===== config.mk =====
export PLATFORM = sky130hd
export DESIGN_NAME = fifo_rr_arbiter
export DESIGN_NICKNAME = d
export VERILOG_FILES = /design/src/rtl/fifo_rr_arbiter.sv
export SDC_FILE = /design/constraint.sdc
export NUM_CORES = 1
export LEC_CHECK = 0
export ABC_AREA = 1
export ABC_CLOCK_PERIOD_IN_PS = 1700
export BUFFER_PORTS_ARGS = -buffer_cell sky130_fd_sc_hd__buf_2
export CORE_MARGIN = 10
export CORE_UTILIZATION = 52
export CTS_BUF_LIST = sky130_fd_sc_hd__clkbuf_8
export CTS_CLUSTER_SIZE = 28
export DETAILED_ROUTE_END_ITERATION = 10
export PLACE_DENSITY = 0.82
export SYNTH_ARGS = -nofsm -noshare
export SYNTH_HDL_FRONTEND = slang
export SYNTH_SLANG_ARGS = --single-unit

===== constraint.sdc =====
create_clock -name clk -period 1.7 [get_ports clk]
set_input_delay 0.085 -clock clk [delete_from_list [all_inputs] [get_ports clk]]
set_output_delay 0.085 -clock clk [all_outputs]
set_load 0.02 [all_outputs]

===== src/rtl/fifo_rr_arbiter.sv =====
// Round-robin drain of NUM_CH input FIFOs into a single egress FIFO.
// A one-entry pending stage covers the input FIFOs' one-cycle read latency.
module fifo_rr_arbiter #(
    parameter int unsigned NUM_CH     = 4,
    parameter int unsigned DATA_WIDTH = 4,
    parameter int unsigned CNT_WIDTH  = 8
) (
    input  logic                           clk,
    input  logic                           reset_L,
    input  logic                           enable,
    input  logic [NUM_CH-1:0]              in_empty,
    input  logic [NUM_CH*DATA_WIDTH-1:0]   in_data,
    output logic [NUM_CH-1:0]              in_pop,
    input  logic                           out_almost_full,
    input  logic                           out_full,
    output logic                           out_push,
    output logic [DATA_WIDTH-1:0]          out_data,
    output logic [$clog2(NUM_CH)-1:0]      grant_id,
    output logic [CNT_WIDTH-1:0]           push_count,
    output logic [1:0]                     state,
    output logic                           err_overflow
);

    localparam int unsigned SelWidth = $clog2(NUM_CH);

    typedef enum logic [1:0] {
        StIdle = 2'd0,
        StArb  = 2'd1,
        StHold = 2'd2
    } state_e;

    state_e                  state_q, state_d;
    logic [SelWidth-1:0]     last_q;
    logic [SelWidth-1:0]     pend_sel_q;
    logic                    pend_valid_q;
    logic                    out_push_q;
    logic [DATA_WIDTH-1:0]   out_data_q;
    logic [SelWidth-1:0]     grant_id_q;
    logic [CNT_WIDTH-1:0]    push_count_q;
    logic                    err_overflow_q;

    logic                    pop_found;
    logic [SelWidth-1:0]     pop_sel;
    logic [SelWidth-1:0]     cand;
    logic [NUM_CH-1:0]       pop_vec;
    logic [DATA_WIDTH-1:0]   in_words [NUM_CH];

    always_comb begin
        for (int unsigned ch = 0; ch < NUM_CH; ch++) begin
            in_words[ch] = in_data[ch*DATA_WIDTH +: DATA_WIDTH];
        end
    end

    // Search starts one past the last grant; NUM_CH is a power of two so the
    // pointer sum wraps by truncation.
    always_comb begin
        pop_found = 1'b0;
        pop_sel   = last_q;
        cand      = '0;
        pop_vec   = '0;
        if (state_q == StArb && !out_almost_full) begin
            for (int unsigned i = 1; i <= NUM_CH; i++) begin
                cand = last_q + SelWidth'(i);
                if (!pop_found && !in_empty[cand]) begin
                    pop_found = 1'b1;
                    pop_sel   = cand;
                end
            end
        end
        if (pop_found) begin
            pop_vec[pop_sel] = 1'b1;
        end
    end

    always_comb begin
        state_d = state_q;
        unique case (state_q)
            StIdle: begin
                if (enable) state_d = StArb;
            end
            StArb: begin
                if (!enable)              state_d = StIdle;
                else if (out_almost_full) state_d = StHold;
            end
            StHold: begin
                if (!enable)               state_d = StIdle;
                else if (!out_almost_full) state_d = StArb;
            end
            default: state_d = StIdle;
        endcase
    end

    // A pending word is pushed regardless of state so no popped word is lost.
    always_ff @(posedge clk or negedge reset_L) begin
        if (!reset_L) begin
            state_q        <= StIdle;
            last_q         <= SelWidth'(NUM_CH - 1);
            pend_sel_q     <= '0;
            pend_valid_q   <= 1'b0;
            out_push_q     <= 1'b0;
            out_data_q     <= '0;
            grant_id_q     <= '0;
            push_count_q   <= '0;
            err_overflow_q <= 1'b0;
        end else begin
            state_q      <= state_d;
            pend_valid_q <= pop_found;
            if (pop_found) begin
                last_q     <= pop_sel;
                pend_sel_q <= pop_sel;
            end
            out_push_q <= pend_valid_q;
            if (pend_valid_q) begin
                out_data_q   <= in_words[pend_sel_q];
                grant_id_q   <= pend_sel_q;
                push_count_q <= push_count_q + 1'b1;
                if (out_full) begin
                    err_overflow_q <= 1'b1;
                end
            end
        end
    end

    assign in_pop       = pop_vec;
    assign out_push     = out_push_q;
    assign out_data     = out_data_q;
    assign grant_id     = grant_id_q;
    assign push_count   = push_count_q;
    assign state        = state_q;
    assign err_overflow = err_overflow_q;

endmodule


Word-level counts from Yosys, hierarchy flattened
Cells that the tools add are included.
{"block": "word_totals", "ff_bits": 23, "output_inout_bits": 22, "elab_cells": 74}
{"block": "classes", "addsub": 4, "magnitude_cmp": 7, "n_eq_ne": 5, "n_mux": 33, "bitwise_logic": 1, "reduce_logical": 15}
{"cell": "$mux 2", "n": 10}
{"cell": "$lt 2x3->1 const B", "n": 5}
{"cell": "$mux 1", "n": 13}
{"cell": "$mux 4", "n": 3}
{"cell": "$add 8x1->8 const B", "n": 1}
{"cell": "$bmux 1 s2", "n": 4}
{"cell": "$bmux 4 s2", "n": 1}
{"cell": "$logic_not 1->1", "n": 7}
{"cell": "$ne 3x3->1 const B", "n": 2}
{"cell": "$pmux 2 s3", "n": 1}
{"cell": "$logic_and 1x1->1", "n": 5}
{"cell": "$add 2x2->2 const B", "n": 2}
{"cell": "$ge 3x3->1 const B", "n": 1}
{"cell": "$not 2->3", "n": 1}
{"cell": "$reduce_and 3->1", "n": 1}
{"cell": "$add 2x1->2 const B", "n": 1}
{"cell": "$demux 1 s2", "n": 1}
{"cell": "$eq 2x1->1 const B", "n": 1}
{"cell": "$eq 2x2->1 const B", "n": 1}
{"cell": "$ge 2x1->1 const B", "n": 1}
{"cell": "$logic_not 2->1", "n": 1}
{"cell": "$ne 2x2->1 const B", "n": 1}
{"cell": "$reduce_and 2->1", "n": 1}

Logic depth before layout (Yosys ltp)
Gate-level depths: netlist of run 1.
{"block": "logic_depth", "depth_word": 22, "ltp_mapped": 12}

Worst setup path before layout of run 1
No wires, ideal clock.
{"block": "synth_path", "path_kind": "register to output", "from": "register last_q[1]", "to": "output in_pop[0]", "arrival_ps": 1699, "t_required_ps": 1615, "setup_slack_ps": -84, "path_stages_with_launch": 11, "n_path_buf": 1, "path_cell_list": "dfstp_2 -> buf_2 -> nand2_1 -> nand2_4 -> nand2_1 -> nand2_4 -> nand3_4 -> nand2_2 -> and2_4 -> nand4_2 -> nor2_1"}
{"block": "synth_via", "elab_chain_cells": 22, "word_cells_on_any_way": 39}
{"element": "start, declared", "line": "33", "rtl": "logic [SelWidth-1:0] last_q;"}
{"element": "start signal, assigned", "line": "97", "rtl": "last_q <= SelWidth'(NUM_CH - 1);"}
{"element": "start signal, assigned", "line": "109", "rtl": "last_q <= pop_sel;"}
{"element": "$add 2x1->2", "line": "63", "rtl": "cand = last_q + SelWidth'(i);"}
{"element": "$bmux 1 s2", "line": "64", "rtl": "if (!pop_found && !in_empty[cand]) begin"}
{"element": "$mux 1 (not written as such)", "line": "64"}
{"element": "$mux 1", "line": "64"}
{"element": "$mux 1", "line": "61", "rtl": "if (state_q == StArb && !out_almost_full) begin"}
{"element": "$logic_not 1->1", "line": "64"}
{"element": "$logic_and 1x1->1", "line": "64"}
{"element": "$mux 1", "line": "64"}
{"element": "[... 6 more ...]"}
{"element": "$logic_and 1x1->1", "line": "64"}
{"element": "$mux 2", "line": "64"}
{"element": "$mux 2", "line": "61"}
{"element": "$lt 2x3->1 (not written as such) / $ge 2x1->1 (equally long branches)", "line": "71", "rtl": "pop_vec[pop_sel] = 1'b1;"}
{"element": "$logic_and 1x1->1 (not written as such)", "line": "71"}
{"element": "$mux 1 (not written as such)", "line": "71"}
{"element": "$demux 1 s2", "line": "71"}
{"element": "$mux 4 (*)", "line": "70", "rtl": "if (pop_found) begin"}
{"element": "end, declared", "line": "13", "rtl": "output logic [NUM_CH-1:0] in_pop,"}
Mark *: on every way between the ends. The rest lies on a longest branch, timed or not. The select of a mux whose other input is x is not followed.

Worst setup path in the final report of run 1
{"block": "layout_path", "from": "register last_q[0]", "to": "output in_pop[2]"}
The elaborated chain is that of the path after synthesis.

==> flow_summary_export.csv, run 1 <==
group,metric,value,unit
run_status,status,"finished with violations",
run_status,violations,"negative setup slack",
detailed_routing,ant_nets,0,
job,drv_cap,0,
placement,port_buffers,46,
detailed_routing,dr_total_vias,1398,
worst_setup_path,slowest_stage,"dfstp_2",
worst_setup_path,path_max_fanout,8,
global_routing,track_usage,14.7,%
power_and_ir_drop,p_comb_share,61.8,%
worst_setup_path,r2r_setup_slack,-0.11,ns
layout,diodes,0,
sta,holdWs,0.0476,ns
die,start_util,55.8,%
clocking,htreeDepth,1,
die,die_area,0.00522,sq mm
power_and_ir_drop,internal_power,1.73,mW
logic_synthesis,synthDistinctLibCells,30,
die,dieHeight,72.3,um
sta,fin_tns_setup,-1.94,ns
die,die_x,72.3,um
die,num_rows,18,
detailed_routing,drc,0,
layout,layout_commonest_cell,"buf_2",
power_and_ir_drop,switching_share,48.4,%
worst_setup_path,worstSetupEndpointType,"output port",
sta,finalCriticalPeriod,2.16,ns
logic_synthesis,syn_avg_cell_area,7.76,sq um
sta,max_slew_margin,66.3,%
logic_synthesis,syn_nets,209,
clocking,tritoncts,"yes",
logic_synthesis,ys_ff_latch,23,
power_and_ir_drop,leakage,1.04,nW
logic_synthesis,mappedNetlistArea,0.00142,sq mm
layout,synthToLayoutAreaGrowth,38.1,%
clocking,cts-root-buf,"clkbuf_8",
placement,place_area,0.00178,sq mm
sta,fin_worst_skew,0.00253,ns
clocking,clock_sinks,23,
global_routing,antenna_found_initial,0,
worst_setup_path,path_class,"flop to output port",
layout,final_cell_mix,"42 x buf_2, 38 x nand2_1, 24 x nor2_1",
worst_setup_path,crit_start,"last_q[0]",
sta,period_share,127,%
detailed_routing,drt-vias-per-instance,5.03,
logic_synthesis,yosysSeqAreaShare,40.7,%
worst_setup_path,cp.buffers_inverters,2,
sta,rsz0062_at_grt,"true",
sta,fmax,0.463,GHz
worst_setup_path,crit_end,"in_pop[2]",
clocking,cts_buffer_depth,2,
detailed_routing,drtIter0Drc,76,
layout,drive_above_1_share,44.0,%
power_and_ir_drop,power_density,1710,mW/mm^2
global_routing,grt_pass1_vias,1468,
die,pin_count,47,
logic_synthesis,syn_inst,183,
die,core,0.00254,sq mm
power_and_ir_drop,ir_worst_vdd,1350,uV
clocking,clkLatencyLatePin,0.26,ns
worst_setup_path,cp.depth,10,
detailed_routing,wl_per_cell,13.9,um
sta,drv_slew,0,
worst_hold_path,min_path_type,"primary input to flop",
clocking,cts_buffers,3,
global_routing,grt_pass1_wl,6.38,mm
sta,fin_ws,-0.462,ns
global_routing,grt_max_degree,24,
detailed_routing,routed_wl,3.86,mm
worst_setup_path,max_stage_delay,0.65,ns
worst_setup_path,worstReg2RegEnd,"pend_sel_q[1]",
worst_setup_path,worstPathCellList,"buf_6 > nand2_2 > nand2_2 > nand2_1 > a31oi_1 > nand3_2 > nand3_2 > nand2_1 > nor2_4 > buf_6",
clocking,clk_pin_slew,0.08,ns
placement,place.gp.congestion,0.828,
sta,tightest_slew,0.505,ns
worst_setup_path,cp-start-kind,"flop",
logic_synthesis,ys_warn_count,0,
layout,nNetsFinal,275,
worst_setup_path,cp.required,1.62,ns
power_and_ir_drop,seq_power_share,28.3,%
placement,pre_cts_slack,-0.106,ns
worst_setup_path,cp.arrival,2.08,ns
power_and_ir_drop,switchingPower,1.62,mW
worst_setup_path,worstRegToRegCells,12,
layout,final_core_util,77.1,%
worst_setup_path,crit_family,"simple AND/OR/NAND/NOR gates",
placement,hpwl,2.88,mm
sta,finalSetupViolations,7,
detailed_routing,first_pass_iters,4,
worst_setup_path,regToRegStartpoint,"last_q[0]",
global_routing,grt-ovfl-total,0,
layout,post-route-cell-area,0.00196,sq mm
sta,finalHoldViolations,0,
power_and_ir_drop,p_clk_share,9.9,%
state kept, by name, summed over array words and instances, names as in the netlist:
signal        flops
pend_valid_q      1
last_q            2
out_data          4
grant_id          2
pend_sel_q        2
out_push          1
state             2
err_overflow      1
push_count        8
what timing repair did:
item,in CTS,in global routing
setup endpoints to repair,6,9
setup buffers,2,1
pin swaps,7,7
hold endpoints to repair,21,0
resized for setup,14,12
hold buffers,1,0
layout make-up:
class	instances	area (sq um)
Inverter	22	85.1
Tap cell	30	37.5
Clock buffer	3	41.3
Multi-Input combinational cell	134	811
Fill cell	187	583
Timing Repair Buffer	65	404
Sequential cell	23	578
Clock inverter	1	5.00
metrics by stage:
stage	total power [mW]	cells
5_1_grt	3.64	278
3_5_place_dp	2.72	270
3_3_place_gp	2.70	270
4_1_cts	3.19	277
6_report	3.35	278
2_1_floorplan	2.18	183
power by group through the flow:
stage | Sequential [mW] | Clock (mW) | Combinational, mW
floorplan | 1.03 | 0 | 1.15
global placement | 0.934 | 0 | 1.76
detailed placement | 0.942 | 0 | 1.78
CTS | 0.935 | 0.340 | 1.91
global route | 0.979 | 0.365 | 2.30
finish | 0.949 | 0.333 | 2.07
worst min path at each step:
stage,depth (start not counted),slack (ns),to,from
finish,2,0.05,err_overflow,out_full
global route,2,0.04,err_overflow,out_full
CTS,2,0.05,err_overflow,out_full
detailed placement,1,0.08,push_count[6],reset_L
global placement,1,0.08,push_count[5],reset_L
floorplan,0,-0.21,err_overflow,reset_L
kinds of logic (layout without fill, tap and decap cells):
group,Yosys count,in the layout,share of synthesized area [%]
buffers and inverters,26,91,7.49
DFF,23,23,40.7
adders and majority gates,1,1,0.881
and+or+nand+nor,101,101,35.9
AOI/OAI and AO/OA,25,25,10.7
xor gates and xnor gates,7,7,4.32
per-layer routing:
metal / global-route usage (%) / share of wire, % / vias up
met4: 3.87 / 0.60 / 0
met2: 27.4 / 54 / 24
met5: 0 / 0 / -
met1: 16.2 / 41 / 658
li1: - / - / 714
met3: 3.13 / 4.4 / 2
synthesized netlist by cell type (all sizes together):
master   n  area share (%)
nand3b   1            0.53
nor2    28             7.6
inv     22             5.8
a21o     1            0.53
dfrtp   21              37
xnor2    1            0.62
and2     1            0.62
o21ai   18             7.7
buf      2             1.1
a31oi    5             2.2
ha       1            0.88
nand2   55              18
a21oi    1            0.35
clkbuf   2            0.53
xor2     6             3.7
nand3    9             4.8
nor3     1             1.1
dfstp    2             3.7
nand4    6             3.5
No activity file was read; power rests on OpenSTA's default activity.
==> run 2: changes to the inputs <==
==> constraint.sdc (replaced) <==
create_clock -name clk -period 1.7 [get_ports clk]
set_input_delay 0.34 -clock clk [delete_from_list [all_inputs] [get_ports clk]]
set_output_delay 0.34 -clock clk [all_outputs]
set_load 0.02 [all_outputs]
==> flow_summary_export.csv, run 2 (synthesis results as in run 1) <==
group,metric,value,unit
clocking,htreeDepth,1,
worst_setup_path,cp.arrival,2.09,ns
sta,holdWs,0.0465,ns
layout,largest_register_ffs,8,
global_routing,track_usage,14.6,%
power_and_ir_drop,power_density,1700,mW/mm^2
detailed_routing,drtIter0Drc,40,
sta,fin_ws,-0.733,ns
power_and_ir_drop,p_clk_share,9.9,%
worst_setup_path,path_class,"flop to output port",
global_routing,antenna_found_initial,0,
layout,final_cell_mix,"42 x buf_2, 39 x nand2_1, 24 x nor2_1",
global_routing,grt-ovfl-total,0,
layout,layout_commonest_cell,"buf_2",
placement,port_buffers,46,
die,core,0.00254,sq mm
clocking,clk_pin_slew,0.08,ns
sta,rsz0062_at_grt,"true",
detailed_routing,dr_total_vias,1404,
die,die_area,0.00522,sq mm
layout,diodes,0,
sta,fmax,0.411,GHz
power_and_ir_drop,internal_power,1.71,mW
detailed_routing,wl_per_cell,13.8,um
sta,drv_slew,0,
detailed_routing,first_pass_iters,4,
run_status,status,"finished with violations",
die,dieHeight,72.3,um
global_routing,grt_max_degree,24,
worst_setup_path,path_max_fanout,7,
sta,finalCriticalPeriod,2.43,ns
clocking,cts-root-buf,"clkbuf_8",
sta,fin_worst_skew,0.00385,ns
sta,tightest_slew,0.519,ns
run_status,violations,"negative setup slack",
clocking,tritoncts,"yes",
job,drv_cap,0,
detailed_routing,drt-vias-per-instance,5.09,
power_and_ir_drop,leakage,1.04,nW
worst_hold_path,min_path_type,"primary input to asynchronous set/reset pin",
sta,finalSetupViolations,7,
layout,synthToLayoutAreaGrowth,39.1,%
sta,finalHoldViolations,0,
global_routing,grt_pass1_vias,1378,
detailed_routing,routed_wl,3.81,mm
detailed_routing,ant_nets,0,
power_and_ir_drop,ir_worst_vdd,1400,uV
worst_setup_path,cp.required,1.36,ns
die,start_util,55.8,%
power_and_ir_drop,switching_share,49.1,%
global_routing,grt_pass1_wl,6.35,mm
die,die_x,72.3,um
power_and_ir_drop,p_comb_share,61.8,%
detailed_routing,drc,0,
sta,fin_tns_setup,-3.12,ns
layout,drive_above_1_share,43.5,%
clocking,cts_buffers,3,
clocking,cts_buffer_depth,2,
clocking,clkLatencyLatePin,0.26,ns
power_and_ir_drop,seq_power_share,28.3,%
layout,nNetsFinal,273,
clocking,clock_sinks,23,
sta,period_share,143,%
placement,hpwl,2.91,mm
power_and_ir_drop,switchingPower,1.65,mW
worst_setup_path,cp-start-kind,"flop",
die,num_rows,18,
worst_setup_path,worstSetupEndpointType,"output port",
placement,place.gp.congestion,0.937,
sta,max_slew_margin,65.4,%
die,pin_count,47,
[run 2: cell types whose count changed in the layout (fill, tap and decap cells not counted), moves of 2 or more]
cell	before	now
o21ai_2	4	2
nor2_2	3	0
nor2_4	1	4
nand2_2	12	10
[run 2: area by class of cell]
class / count / area [sq um]
multi-input cells: 134 / 840
clock inverters: 1 / 5.00
well taps: 30 / 37.5
repair buffers: 63 / 387
inverters: 22 / 87.6
flip-flops and latches: 23 / 578
clock buffers: 3 / 41.3
fillers: 202 / 569
[run 2: what timing repair did]
action,in CTS,in global routing
gates resized for setup,20,5
setup buffers,3,0
hold buffers,0,0
endpoints found under the setup margin,7,9
pin swaps,12,3
[run 2: path summary, 6_finish.rpt]
path                                from  slack (ns)            end  cells after the start
min reg2reg                push_count[7]        0.47  push_count[7]                      1
min in group clk                out_full        0.28   err_overflow                      2
max reg2reg                    last_q[0]       -0.13  pend_sel_q[0]                      9
max                            last_q[0]       -0.73      in_pop[2]                     10
max in group asynchronous        reset_L        1.29      last_q[1]                      1
min                              reset_L        0.05   pend_valid_q                      1
[run 2: worst max-delay path, stage by stage (launching register included)]
cell and delay, ns:
dfstp_2 0.62, inv_4 0.08, nand2_4 0.08, nand2_4 0.08, o21ai_4 0.21, nand3_4 0.13, nand2_2 0.11, and2_4 0.15
nand4_4 0.10, nor2_4 0.14, buf_6 0.12
[run 2: power groups by stage]
stage | clock network [mW] | logic [mW] | registers [mW]
finish | 0.334 | 2.07 | 0.949
global route | 0.362 | 2.29 | 0.971
CTS | 0.344 | 2.00 | 0.942
detailed placement | 0 | 1.83 | 0.960
global placement | 0 | 1.79 | 0.948
floorplan | 0 | 1.25 | 1.04
[run 2: through the flow]
| step | instances | total power [mW] | worst slack, ns | instance area, sq um | util (%) |
|---|---|---|---|---|---|
| 4_1_cts | 276 | 3.29 | -0.674 | 1950 | 76.6 |
| 2_1_floorplan | 183 | 2.29 | -0.207 | 1480 | - |
| 5_1_grt | 276 | 3.63 | -0.837 | 1980 | 77.6 |
| 3_3_place_gp | 270 | 2.73 | -0.429 | 1830 | 71.7 |
| 3_5_place_dp | 270 | 2.79 | -0.460 | 1830 | 71.7 |
| 6_report | 276 | 3.36 | -0.733 | 1980 | 77.6 |
[run 2: metal layers]
| metal | vias up | GRT usage, % | share of wire (%) |
|---|---|---|---|
| met5 | - | 0 | 0 |
| met4 | 0 | 3.44 | 1.2 |
| met3 | 4 | 4.90 | 7.0 |
| met2 | 42 | 25.8 | 52 |
| met1 | 651 | 16.4 | 40 |
| li1 | 707 | - | - |
==> run 3: changes to the inputs <==
- SETUP_SLACK_MARGIN: default -> 0.05
==> flow_summary_export.csv, run 3 (synthesis results as in run 1) <==
group,metric,value,unit
run_status,status,"finished with violations",
run_status,violations,"negative setup slack",
global_routing,grt_max_degree,24,
clocking,clk_pin_slew,0.08,ns
clocking,cts-root-buf,"clkbuf_8",
sta,rsz0062_at_grt,"true",
worst_setup_path,slowest_stage,"dfstp_2",
sta,fin_ws,-0.784,ns
clocking,tritoncts,"yes",
global_routing,antenna_found_initial,0,
sta,finalSetupViolations,8,
die,core,0.00254,sq mm
power_and_ir_drop,p_clk_share,9.4,%
global_routing,grt_pass1_wl,7.04,mm
clocking,cts_buffers,3,
power_and_ir_drop,seq_power_share,27.1,%
sta,max_slew_margin,65.7,%
sta,fmax,0.403,GHz
layout,nNetsFinal,278,
die,die_x,72.3,um
sta,holdWs,0.0428,ns
detailed_routing,routed_wl,4.26,mm
global_routing,track_usage,16.2,%
worst_setup_path,cp.buffers_inverters,2,
detailed_routing,wl_per_cell,15.2,um
sta,period_share,146,%
worst_setup_path,path_max_fanout,7,
clocking,cts_buffer_depth,2,
die,start_util,55.8,%
global_routing,grt-ovfl-total,0,
layout,drive_above_1_share,46.6,%
worst_setup_path,cp-start-kind,"flop",
worst_setup_path,path_class,"flop to output port",
worst_setup_path,crit_top_cell,"nand2_4",
placement,place.gp.congestion,0.937,
worst_hold_path,min_path_type,"primary input to asynchronous set/reset pin",
die,die_area,0.00522,sq mm
placement,hpwl,2.91,mm
layout,synthToLayoutAreaGrowth,45.7,%
power_and_ir_drop,power.total,3.55,mW
die,num_rows,18,
sta,tightest_slew,0.514,ns
global_routing,grt_pass1_vias,1497,
power_and_ir_drop,switching_share,49.6,%
layout,largest_register_ffs,8,
sta,drv_slew,0,
job,drv_cap,0,
worst_setup_path,cp.required,1.36,ns
power_and_ir_drop,ir_worst_vdd,1450,uV
detailed_routing,first_pass_iters,4,
detailed_routing,drt-vias-per-instance,5.27,
worst_setup_path,worstPathCellList,"inv_4 > nand2_4 > nand2_4 > o21ai_4 > nand3_4 > nand2_2 > and2_4 > nand4_4 > nor2_4 > buf_6",
detailed_routing,drc,0,
worst_setup_path,worstSetupEndpointType,"output port",
sta,finalCriticalPeriod,2.48,ns
clocking,htreeDepth,1,
sta,fin_worst_skew,0.00412,ns
power_and_ir_drop,p_comb_share,63.4,%
placement,port_buffers,46,
layout,final_cells,281,
detailed_routing,ant_nets,0,
sta,fin_tns_setup,-4.26,ns
die,dieHeight,72.3,um
detailed_routing,dr_total_vias,1480,
power_and_ir_drop,leakage,1.08,nW
worst_setup_path,cp.arrival,2.14,ns
clocking,cts_hold_buf,0,
layout,layout_commonest_cell,"buf_2",
die,pin_count,47,
power_and_ir_drop,internal_power,1.79,mW
worst_setup_path,max_stage_delay,0.65,ns
worst_setup_path,crit_family,"simple AND/OR/NAND/NOR gates",
clocking,clock_sinks,23,
clocking,clkLatencyLatePin,0.26,ns
layout,final_cell_mix,"42 x buf_2, 36 x nand2_1, 24 x nor2_1",
placement,placed_cells,270,
power_and_ir_drop,power_density,1720,mW/mm^2
layout,diodes,0,
power_and_ir_drop,switchingPower,1.76,mW
detailed_routing,drtIter0Drc,42,
sta,finalHoldViolations,0,
[run 3: changes by cell type in the layout (fill, tap and decap cells not counted), moves of 3 or more]
cell	change
buf_4	-3
nand2_2	+3
nand2_1	-3
buf_6	+8
[run 3: metrics by stage]
stage / utilization (%) / worst slack, ns / area (sq um)
detailed placement: 71.7 / -0.460 / 1830
finish: 81.3 / -0.784 / 2070
global route: 81.3 / -0.898 / 2070
CTS: 79.5 / -0.674 / 2020
floorplan: - / -0.207 / 1480
global placement: 71.7 / -0.429 / 1830
[run 3: final timing paths]
check                              start            end  slack, ns  cells past startpoint
max reg2reg                    last_q[0]  pend_sel_q[1]      -0.54                     15
min                              reset_L   pend_valid_q       0.04                      1
min in group clk                out_full   err_overflow       0.28                      2
min reg2reg                push_count[7]  push_count[7]       0.47                      1
max                            last_q[0]      in_pop[2]      -0.78                     10
max in group asynchronous        reset_L      last_q[1]       1.30                      1
[run 3: final cells by class]
class,count,area (sq um)
Multi-Input combinational cell,134,866
Sequential cell,23,578
Fill cell,176,475
Timing Repair Buffer,68,454
Inverter,22,87.6
Clock buffer,3,41.3
Tap cell,30,37.5
Clock inverter,1,5.00
[run 3: power groups by stage]
stage | logic (mW) | clock network, mW | registers, mW
2_1_floorplan | 1.25 | 0 | 1.04
3_3_place_gp | 1.79 | 0 | 0.948
3_5_place_dp | 1.83 | 0 | 0.960
4_1_cts | 2.07 | 0.344 | 0.946
5_1_grt | 2.47 | 0.363 | 0.985
6_report | 2.25 | 0.335 | 0.963
[run 3: per-layer routing]
| metal | global-route usage, % | part of all wire [%] |
|---|---|---|
| met5 | 0 | 0 |
| met4 | 6.67 | 3.0 |
| met3 | 5.44 | 7.5 |
| met2 | 27.7 | 51 |
| met1 | 18.0 | 38 |
[run 3: worst register-to-register path, cell delays in order (launching register included)]
cell and delay, ns:
dfstp_2 0.65, inv_4 0.09, nand2_4 0.08, nand2_4 0.08, o21ai_4 0.22, inv_1 0.10, nand4_4 0.10, nand2_2 0.09
buf_6 0.13, buf_6 0.10, buf_6 0.10, buf_6 0.10, buf_6 0.10, buf_6 0.11, nand2_2 0.04, nand2_1 0.05
[run 3: repair_timing]
item,CTS,global route
gates resized for setup,30,10
buffers inserted,8,0
gates cloned,0,0
pin swaps,13,3
endpoints found under the setup margin,8,9
